## src/rtl/muldiv_unit_if.sv

```systemverilog
// muldiv_unit_if: request/result bundle between the control/datapath and the
// multiply/divide unit.
//   start, op, a, b : request (driven by master)
//   busy, done      : handshake status (driven by slave)
//   hi, lo          : HI/LO register contents (driven by slave)
interface muldiv_unit_if #(
   parameter int XLEN = 32
);
   logic            start;
   logic [2:0]      op;
   logic [XLEN-1:0] a;
   logic [XLEN-1:0] b;
   logic            busy;
   logic            done;
   logic [XLEN-1:0] hi;
   logic [XLEN-1:0] lo;

   modport master (output start, op, a, b, input busy, done, hi, lo);
   modport slave  (input start, op, a, b, output busy, done, hi, lo);
endinterface

```

## src/rtl/muldiv_unit.sv

```systemverilog
// muldiv_unit: multi-cycle multiply/divide unit owning the HI/LO pair.
// Ports:
//   clk  - clock
//   rst  - asynchronous active-high reset
//   bus  - muldiv_unit_if.slave (start/op/a/b in, busy/done/hi/lo out)
// op: 000 MULT, 001 MULTU, 010 DIV, 011 DIVU, 100 MTHI, 101 MTLO, 11x ignored.
// Iterative shift-add multiply and restoring divide, 33 cycles busy.
// Optional macro MULDIV_FAST_MUL_EN: MULT/MULTU complete in one cycle through
// a combinational multiplier; divide stays iterative.
module muldiv_unit #(
   parameter int XLEN = 32
) (
   input logic          clk,
   input logic          rst,
   muldiv_unit_if.slave bus
);
   localparam int CW = $clog2(XLEN);

   typedef enum logic [1:0] {IDLE, CALC, FIX} state_t;

   localparam logic [2:0] OP_MULT  = 3'b000;
   localparam logic [2:0] OP_MULTU = 3'b001;
   localparam logic [2:0] OP_DIV   = 3'b010;
   localparam logic [2:0] OP_DIVU  = 3'b011;
   localparam logic [2:0] OP_MTHI  = 3'b100;
   localparam logic [2:0] OP_MTLO  = 3'b101;

   state_t            state;
   logic [CW-1:0]     cnt;
   logic [2*XLEN-1:0] acc;     // mul: {partial hi, product low bits}; div: {remainder, quotient}
   logic [XLEN-1:0]   op_a;    // multiplicand, or dividend shifting out MSB first
   logic [XLEN-1:0]   op_b;    // multiplier shifting out LSB first, or divisor
   logic              neg_q;   // negate product / quotient
   logic              neg_r;   // negate remainder
   logic              is_div;
   logic              div0;
   logic              busy_r;
   logic              done_r;
   logic [XLEN-1:0]   hi_r;
   logic [XLEN-1:0]   lo_r;

   assign bus.busy = busy_r;
   assign bus.done = done_r;
   assign bus.hi   = hi_r;
   assign bus.lo   = lo_r;

   // Operand magnitudes: op[0]=0 selects the signed variant.
   logic            sgn;
   logic [XLEN-1:0] a_mag;
   logic [XLEN-1:0] b_mag;
   assign sgn   = ~bus.op[0];
   assign a_mag = (sgn && bus.a[XLEN-1]) ? -bus.a : bus.a;
   assign b_mag = (sgn && bus.b[XLEN-1]) ? -bus.b : bus.b;

   // Multiply step: add multiplicand into upper half if current multiplier
   // bit is set, then shift the whole accumulator right with the carry.
   logic [XLEN:0] mul_sum;
   assign mul_sum = {1'b0, acc[2*XLEN-1:XLEN]} + {1'b0, (op_b[0] ? op_a : {XLEN{1'b0}})};

   // Divide step: bring in the next dividend bit; the 33-bit partial
   // remainder is compared against the divisor. When the trial succeeds the
   // result fits in XLEN bits, so the low bits of the difference suffice.
   logic [XLEN:0]   div_shift;
   logic            div_ge;
   logic [XLEN-1:0] div_rem;
   assign div_shift = {acc[2*XLEN-1:XLEN], op_a[XLEN-1]};
   assign div_ge    = div_shift >= {1'b0, op_b};
   assign div_rem   = div_ge ? (div_shift[XLEN-1:0] - op_b) : div_shift[XLEN-1:0];

   // Sign correction. A zero divisor leaves the remainder equal to |a|, so
   // the remainder sign fix already yields hi=a; only lo needs forcing.
   logic [2*XLEN-1:0] prod_fix;
   logic [XLEN-1:0]   quot_fix;
   logic [XLEN-1:0]   rem_fix;
   assign prod_fix = neg_q ? -acc : acc;
   assign quot_fix = div0 ? {XLEN{1'b1}} : (neg_q ? -acc[XLEN-1:0] : acc[XLEN-1:0]);
   assign rem_fix  = neg_r ? -acc[2*XLEN-1:XLEN] : acc[2*XLEN-1:XLEN];

`ifdef MULDIV_FAST_MUL_EN
   // Low 2*XLEN bits of the product are identical for signed and unsigned
   // once the operands are extended to full width.
   logic [2*XLEN-1:0] ax;
   logic [2*XLEN-1:0] bx;
   logic [2*XLEN-1:0] fast_prod;
   assign ax        = {{XLEN{sgn & bus.a[XLEN-1]}}, bus.a};
   assign bx        = {{XLEN{sgn & bus.b[XLEN-1]}}, bus.b};
   assign fast_prod = ax * bx;
`endif

   always_ff @(posedge clk or posedge rst) begin
      if (rst) begin
         state  <= IDLE;
         cnt    <= '0;
         acc    <= '0;
         op_a   <= '0;
         op_b   <= '0;
         neg_q  <= 1'b0;
         neg_r  <= 1'b0;
         is_div <= 1'b0;
         div0   <= 1'b0;
         busy_r <= 1'b0;
         done_r <= 1'b0;
         hi_r   <= '0;
         lo_r   <= '0;
      end else begin
         done_r <= 1'b0;
         case (state)
            IDLE: begin
               if (bus.start) begin
                  case (bus.op)
                     OP_MTHI: hi_r <= bus.a;
                     OP_MTLO: lo_r <= bus.a;
                     OP_MULT, OP_MULTU, OP_DIV, OP_DIVU: begin
`ifdef MULDIV_FAST_MUL_EN
                        if (!bus.op[1]) begin
                           {hi_r, lo_r} <= fast_prod;
                           done_r       <= 1'b1;
                        end else begin
`else
                        begin
`endif
                           op_a   <= a_mag;
                           op_b   <= b_mag;
                           neg_q  <= sgn & (bus.a[XLEN-1] ^ bus.b[XLEN-1]);
                           neg_r  <= sgn & bus.a[XLEN-1];
                           is_div <= bus.op[1];
                           div0   <= bus.op[1] && (bus.b == '0);
                           acc    <= '0;
                           cnt    <= '0;
                           busy_r <= 1'b1;
                           state  <= CALC;
                        end
                     end
                     default: ;
                  endcase
               end
            end
            CALC: begin
               if (is_div) begin
                  acc  <= {div_rem, acc[XLEN-2:0], div_ge};
                  op_a <= {op_a[XLEN-2:0], 1'b0};
               end else begin
                  acc  <= {mul_sum, acc[XLEN-1:1]};
                  op_b <= {1'b0, op_b[XLEN-1:1]};
               end
               cnt <= cnt + 1'b1;
               if (cnt == {CW{1'b1}})
                  state <= FIX;
            end
            FIX: begin
               if (is_div) begin
                  hi_r <= rem_fix;
                  lo_r <= quot_fix;
               end else begin
                  {hi_r, lo_r} <= prod_fix;
               end
               busy_r <= 1'b0;
               done_r <= 1'b1;
               state  <= IDLE;
            end
            default: state <= IDLE;
         endcase
      end
   end
endmodule

```

## src/flat_wrapper.sv

```systemverilog
// flat-port wrapper written by rule: the top's interface ports become plain ports
module muldiv_unit_flat 
#(
   parameter int XLEN = 32
)
  (clk, rst, bus_start, bus_op, bus_a, bus_b, bus_busy, bus_done, bus_hi, bus_lo);
  muldiv_unit_if #(.XLEN(XLEN)) bus_i ();
  input logic clk;
  input logic rst;
  input wire logic [$bits(bus_i.start)-1:0] bus_start;
  input wire logic [$bits(bus_i.op)-1:0] bus_op;
  input wire logic [$bits(bus_i.a)-1:0] bus_a;
  input wire logic [$bits(bus_i.b)-1:0] bus_b;
  output wire logic [$bits(bus_i.busy)-1:0] bus_busy;
  output wire logic [$bits(bus_i.done)-1:0] bus_done;
  output wire logic [$bits(bus_i.hi)-1:0] bus_hi;
  output wire logic [$bits(bus_i.lo)-1:0] bus_lo;
  assign bus_i.start = bus_start;
  assign bus_i.op = bus_op;
  assign bus_i.a = bus_a;
  assign bus_i.b = bus_b;
  assign bus_busy = bus_i.busy;
  assign bus_done = bus_i.done;
  assign bus_hi = bus_i.hi;
  assign bus_lo = bus_i.lo;
  muldiv_unit #(.XLEN(XLEN)) u_core (.clk(clk), .rst(rst), .bus(bus_i));
endmodule
```

## config.mk

```make
export PLATFORM = sky130hd
export DESIGN_NAME = muldiv_unit_flat
export DESIGN_NICKNAME = d
export VERILOG_FILES = /design/src/rtl/muldiv_unit_if.sv /design/src/rtl/muldiv_unit.sv /design/src/flat_wrapper.sv
export SDC_FILE = /design/constraint.sdc
export NUM_CORES = 1
export LEC_CHECK = 0
export CAP_MARGIN = 20
export CORE_MARGIN = 2
export CORE_UTILIZATION = 35
export CTS_CLUSTER_DIAMETER = 200
export DETAILED_ROUTE_END_ITERATION = 8
export DONT_BUFFER_PORTS = 1
export GPL_ROUTABILITY_DRIVEN = 1
export GPL_TIMING_DRIVEN = 0
export PLACE_DENSITY_LB_ADDON = 0.08
export SLEW_MARGIN = 25
export SYNTH_ARGS = -nofsm -noshare
export SYNTH_HDL_FRONTEND = slang
export SYNTH_SLANG_ARGS = --single-unit
```

## constraint.sdc

```tcl
create_clock -name clk -period 7.65 [get_ports clk]
set_input_delay 1.53 -clock clk [delete_from_list [all_inputs] [get_ports clk]]
set_output_delay 1.53 -clock clk [all_outputs]
set_load 0.05 [all_outputs]
```

Word level (Yosys, flattened, before mapping)
Cells that the tools add are included.
W data, S select, Z words.
{ "word_totals": {"elab_cells": 97, "memories": 0, "mem_bits_ro": 0, "out_inout_bits": 66, "reg_bits": 205, "mem_bits_rw": 0, "in_bits": 70, "latchBits": 0} }
{ "op_classes": {"addsub": 8, "reduce_logical": 17, "mul": 0, "n_bitwise": 4, "shift": 0, "div": 0, "order_cmp": 1, "muxes": 39, "n_eq_ne": 15} }
{ "op_table": {"columns": ["operator", "n"], "rows": [
  ["$mux W32", 19],
  ["$mux W64", 4],
  ["$pmux W32 S2", 4],
  ["$neg A32 Y32", 4],
  ["$pmux W64 S2", 1],
  ["$neg A64 Y64", 1],
  ["$add A32 B32 Y33", 1],
  ["$ge A33 B32 Y1", 1],
  ["$logic_not A32 Y1", 1],
  ["$sub A32 B32 Y32", 1],
  ["$reduce_and A3 Y1", 6],
  ["$mux W5", 2],
  ["$ne A2 B2 Y1 const B", 5],
  ["$pmux W5 S2", 1],
  ["$reduce_and A4 Y1", 2],
  ["$eq A3 B2 Y1 const B", 2],
  ["$eq A3 B3 Y1 const B", 2],
  ["$mux W2", 3],
  ["$add A5 B1 Y5 const B", 1],
  ["$eq A5 B5 Y1 const B", 1],
  ["$ne A2 B1 Y1 const B", 2],
  ["$pmux W2 S2", 1],
  ["$reduce_bool A2 Y1", 2],
  ["$reduce_or A4 Y1", 1],
  ["other kinds (11)", 16]
]} }

Longest topological paths before layout
{ "depth": {"ltp_word": 6, "mapped_depth": 14, "ltp_nobuf": 13} }

Worst setup path before layout
Ideal clock, no wire load.
{ "synth_timing": {"kind": "input -> register", "start": "in bus_a[4]", "end": "reg u_core.op_a[28]", "slack_ps": 3917, "setup_time_ps": 82, "t_arrival_ps": 3652, "path_buffers": 0, "required_ps": 7568, "stages": 9, "path_cell_list": "nor2_1 -> or4b_1 -> or4_1 -> nor4_2 -> a21o_1 -> a21bo_2 -> xor2_1 -> nand2_1 -> a31oi_1"} }
{ "synth_via": {"elab_chain_len": 5} }
{ "synth_lines": {"columns": ["element", "line_no", "rtl"], "rows": [
  ["start: declaration", "flat_wrapper.sv:12", "input wire logic [$bits(bus_i.a)-1:0] bus_a;"],
  ["$neg A32 Y32", "muldiv_unit.sv:52", "assign a_mag = (sgn && bus.a[XLEN-1]) ? -bus.a : bus.a;"],
  ["$mux W32", "muldiv_unit.sv:52", null],
  ["$mux W32", "muldiv_unit.sv:110", "case (bus.op)"],
  ["$mux W32", "muldiv_unit.sv:109", "if (bus.start) begin"],
  ["$pmux W32 S2", "muldiv_unit.sv:107", "case (state)"],
  ["end signal: assignment", "muldiv_unit.sv:122", "op_a <= a_mag;"],
  ["end signal: assignment", "muldiv_unit.sv:141", "op_a <= {op_a[XLEN-2:0], 1'b0};"],
  ["end: declaration", "muldiv_unit.sv:31", "logic [XLEN-1:0] op_a;"]
]} }
Every way passes these cells. The select of a mux whose other input is x is not followed.
A chain may end at the register's enable or synchronous reset.

Worst setup path after layout
{ "layout_timing": {"start": "reg u_core.op_b[0]", "end": "reg u_core.acc[63]"} }
{ "layout_via": {"elab_chain_len": 4, "elab_cells_between_ends": 7, "cone_classes": "add/sub (2); order compare (1); mux (4)"} }
{ "layout_lines": {"columns": ["element", "line_no", "rtl"], "rows": [
  ["start: declaration", "muldiv_unit.sv:32", "logic [XLEN-1:0] op_b;"],
  ["start signal: assignment", "muldiv_unit.sv:123", "op_b <= b_mag;"],
  ["start signal: assignment", "muldiv_unit.sv:144", "op_b <= {1'b0, op_b[XLEN-1:1]};"],
  ["$mux W32, or another cell as far along", "muldiv_unit.sv:58", "assign mul_sum = {1'b0, acc[2*XLEN-1:XLEN]} + {1'b0, (op_b[0] ? op_a : {XLEN{1'b0}})};"],
  ["$add A32 B32 Y33 or $mux W32 (tied branches)", "muldiv_unit.sv:58, muldiv_unit.sv:68", null],
  ["$mux W64 *", "muldiv_unit.sv:139", "if (is_div) begin"],
  ["$pmux W64 S2 *", "muldiv_unit.sv:107", null],
  ["end signal: assignment", "muldiv_unit.sv:140", "acc <= {div_rem, acc[XLEN-2:0], div_ge};"],
  ["end signal: assignment", "muldiv_unit.sv:143", "acc <= {mul_sum, acc[XLEN-1:1]};"],
  ["end: declaration", "muldiv_unit.sv:30", "logic [2*XLEN-1:0] acc;"]
]} }
Every way passes the cells marked *; elsewhere a longest branch is shown, timed or not.

==> results.md <==
- Outcome: finished clean
- Critical path's slowest cell: a2111oi_0
- Unrepaired setup endpoints after global routing: false
- Fill count: around 4700
- Vias in the first global route: 14634
- Max Cap Viol: 0
- Cts bufs inserted: 26
- Leading area contributor after synthesis: dfrtp_1
- Crit path DAT: ~5.2 ns
- Max clock buf depth: 3
- Site Rows: 77
- Worst IR Drop VDD: approximately 0.00019 V
- Pwr per Cell Area: 522.9 mW/mm2
- Port bufs: 0
- CTS root buf: clkbuf_16
- Initial DRC count: 1195
- Drt wl/cell: approximately 23 um
- Setup Fix Bufs, Post-CTS: 0
- Largest stage delay on the critical path: 0.81 ns
- Measured slew at the worst slew-check pin: roughly 1 ns
- # diodes: 0
- First-pass GRT wire length: 92190 um
- Crit Path Class: reg2reg
- Clk Latency, worst-skew pair: about 0.56 ns
- Yosys cell types: between 70 and 80
- H-tree depth reported by CTS: 1
- Detailed placement HPWL: 47610 um
- Post-cts resize count: 0
- Clk sinks: ~210
- Sequential share of power: 0.288
- Fraction of layout cells with a size suffix above 1: 0.03541
- Die Height: around 220 um
- Setup TNS: 0 ns
- Post-Syn Instances: just under 2000
- Net switching power: just under 5000 uW
- DR DRC count: 0
- Skew final: ~0.0079 ns
- CP required: between 8 and 9 ns
- Yosys reg bits: roughly 210
- Area grow syn2layout: 10.88%
- Most common cell in the synthesized netlist: nand2_1
- Final Hold Fails: 0
- Final core utilization: 0.3926
- Comb power frac: 0.569
- Initial antenna violation count: 1
- Post-synth top cells: nand2_1 (264), dfrtp_1 (205), o21ai_0 (195), a21oi_1 (178), nor2_1 (110)
- Mapped Avg Cell Area: just over 8 um2
- TritonCTS clock tree: done
- Final net count: approximately 2100
- Clk pin slew, worst setup/hold paths: ~0.06 ns
- Syn nets: about 2100
- # setup viols final: 0
- RD Place Congestion: approximately 0.89
- Clk pwr share: 0.144
- Switching portion of total power: 0.5333
- Mapped Area: ~0.016 mm2
- Vias/cell: about 5.7
- Post-CTS Hold Fix Bufs: 0
- Die Wd: roughly 220 um
- Via count: around 15000
- Async set or reset register ratio after synthesis: 1.000
- Core area: around 0.044 mm2
- Die ar.: 0.04634 mm2
- Num ports: approximately 140
- Post-route worst setup slack: 2.886 ns
- YS warnings: 0
- CP Launch Type: flip-flop
- Ys flop type: dfrtp_1
- Post-synthesis sequential area ratio: 0.3284
- CP endpoint kind: flip-flop
- Largest net degree at the start of global routing: just over 90
- Max FO, Critical Path: 10
- Static Leakage: approximately 0.0072 uW
- Top post-synthesis cells by area: dfrtp_1 (33%), nand2_1 (6.3%), o21ai_0 (6.2%)
- Overall routing resource usage: 0.2588
- Fmax: around 0.21 GHz
- Drt first pass iters: 5
- Slew Viols, Final: 0
- Post-DRT Antenna Nets: 0
- Sequence of cells on the critical path: clkbuf_1 > and2_1 > ha_1 > inv_1 > fa_1 > nand2b_1 > a21oi_1 > o31ai_1 > a2111oi_0 > o21ai_0 > a21oi_1 > a2111oi_0 > o41ai_1
- Post-synth EDFFs: 0
- Hold WC Path Type: reg2reg
- Final wirelength: between 60000 and 70000 um
- Final cycle utilization of the critical path: 0.6227
- Slew HR: 0.3344
- Dpl ws: between 2 and 3 ns
- Minimum clock period after layout: approximately 4.8 ns
- Initial core utilization: 0.3541
- Share of the synthesized area in the top cell type: 0.3284
- Internal power: approximately 4200 uW
- Total gr overflow: 0
==> power groups by stage <==
stage | clock, uW | sequential (uW) | combinational [uW]
after global placement | 0 | 2630 | 5090
after CTS | 1330 | 2610 | 5140
after detailed placement | 0 | 2630 | 5110
after global routing | 1370 | 2660 | 5760
final | 1300 | 2610 | 5150
after floorplan | 0 | 2350 | 3760
==> flip-flops by register name (all words and copies together) (netlist names) <==
signal / cells
u_core.div0: 1
u_core.bus.hi: 32
u_core.state: 2
u_core.bus.lo: 32
u_core.is_div: 1
u_core.op_a: 32
u_core.bus.done: 1
u_core.op_b: 32
u_core.neg_q: 1
u_core.cnt: 5
u_core.neg_r: 1
u_core.acc: 64
u_core.bus.busy: 1
==> placed cells by master (no fill, tap or decap), drive strengths merged, types with 36 or more instances in the layout <==
cell | netlist | final
nand2 | 264 | 264
o21ai | 238 | 238
dfrtp | 205 | 205
a21oi | 178 | 178
clkbuf | 96 | 132
nor2 | 111 | 111
xor2 | 89 | 89
xnor2 | 72 | 72
ha | 71 | 71
mux2i | 70 | 70
inv | 68 | 69
and2 | 38 | 38
a21o | 36 | 36
==> metal layers <==
layer	global-route usage	share of wire
met5	0	0
met4	0.05448	0.020
met3	0.03595	0.047
met2	0.4167	0.46
met1	0.3690	0.48
==> worst max-delay path: cells and delay by family (launching register included) <==
kind	cells	cell delay, ns
AOI/OAI and AO/OA	7	2.51
adders and majority gates	2	0.58
buffers and inverters	2	0.58
DFF	1	0.53
and+or+nand+nor	2	0.42
==> layout make-up <==
type / count / area, um2 / share of cell area
well taps: 592 / 740.7 / 0.04276
flip-flops and latches: 205 / 5130 / 0.2961
clock buffers: 36 / 739.5 / 0.04269
clock inverters: 11 / 143.9 / 0.008306
plain buffers: 110 / 425.4 / 0.02456
inverters: 68 / 262.8 / 0.01517
repair buffers: 3 / 62.56 / 0.003611
multi-input cells: 1544 / 9818 / 0.5668
==> stage by stage <==
step	std cells	hold slack [ns]	total power, uW	instance area, um2
2_1_floorplan	1927	0.4502	6111	15620
3_3_place_gp	2519	0.4829	7720	16360
3_5_place_dp	2522	0.4906	7746	16440
4_1_cts	2569	0.5039	9083	17320
5_1_grt	2569	0.5218	9797	17320
6_report	2569	0.5005	9059	17320
==> worst paths after layout <==
| check | from | slack, ns | to | cells after the start |
|---|---|---|---|---|
| max | u_core.op_b[0] | 2.89 | u_core.acc[63] | 13 |
| min | u_core.op_a[5] | 0.50 | u_core.op_a[5] | 2 |
| max reg2reg | u_core.op_b[0] | 2.89 | u_core.acc[63] | 13 |
| min reg2reg | u_core.op_a[5] | 0.50 | u_core.op_a[5] | 2 |
| max in group asynchronous | rst | 6.10 | u_core.acc[63] | 2 |
| min in group asynchronous | rst | 0.78 | u_core.bus.hi[8] | 1 |
==> logic make-up (layout without fill, tap and decap cells) <==
logic type,count (synthesis),in the layout,share of synthesized area
AOI/OAI and AO/OA,647,647,0.2522
xor gates and xnor gates,161,161,0.09026
adders and majority gates,73,73,0.05943
buffers and inverters,178,228,0.04349
DFF,205,205,0.3284
muxes,71,71,0.04557
and+or+nand+nor,592,592,0.1807
(Power assumes the default switching activity.)
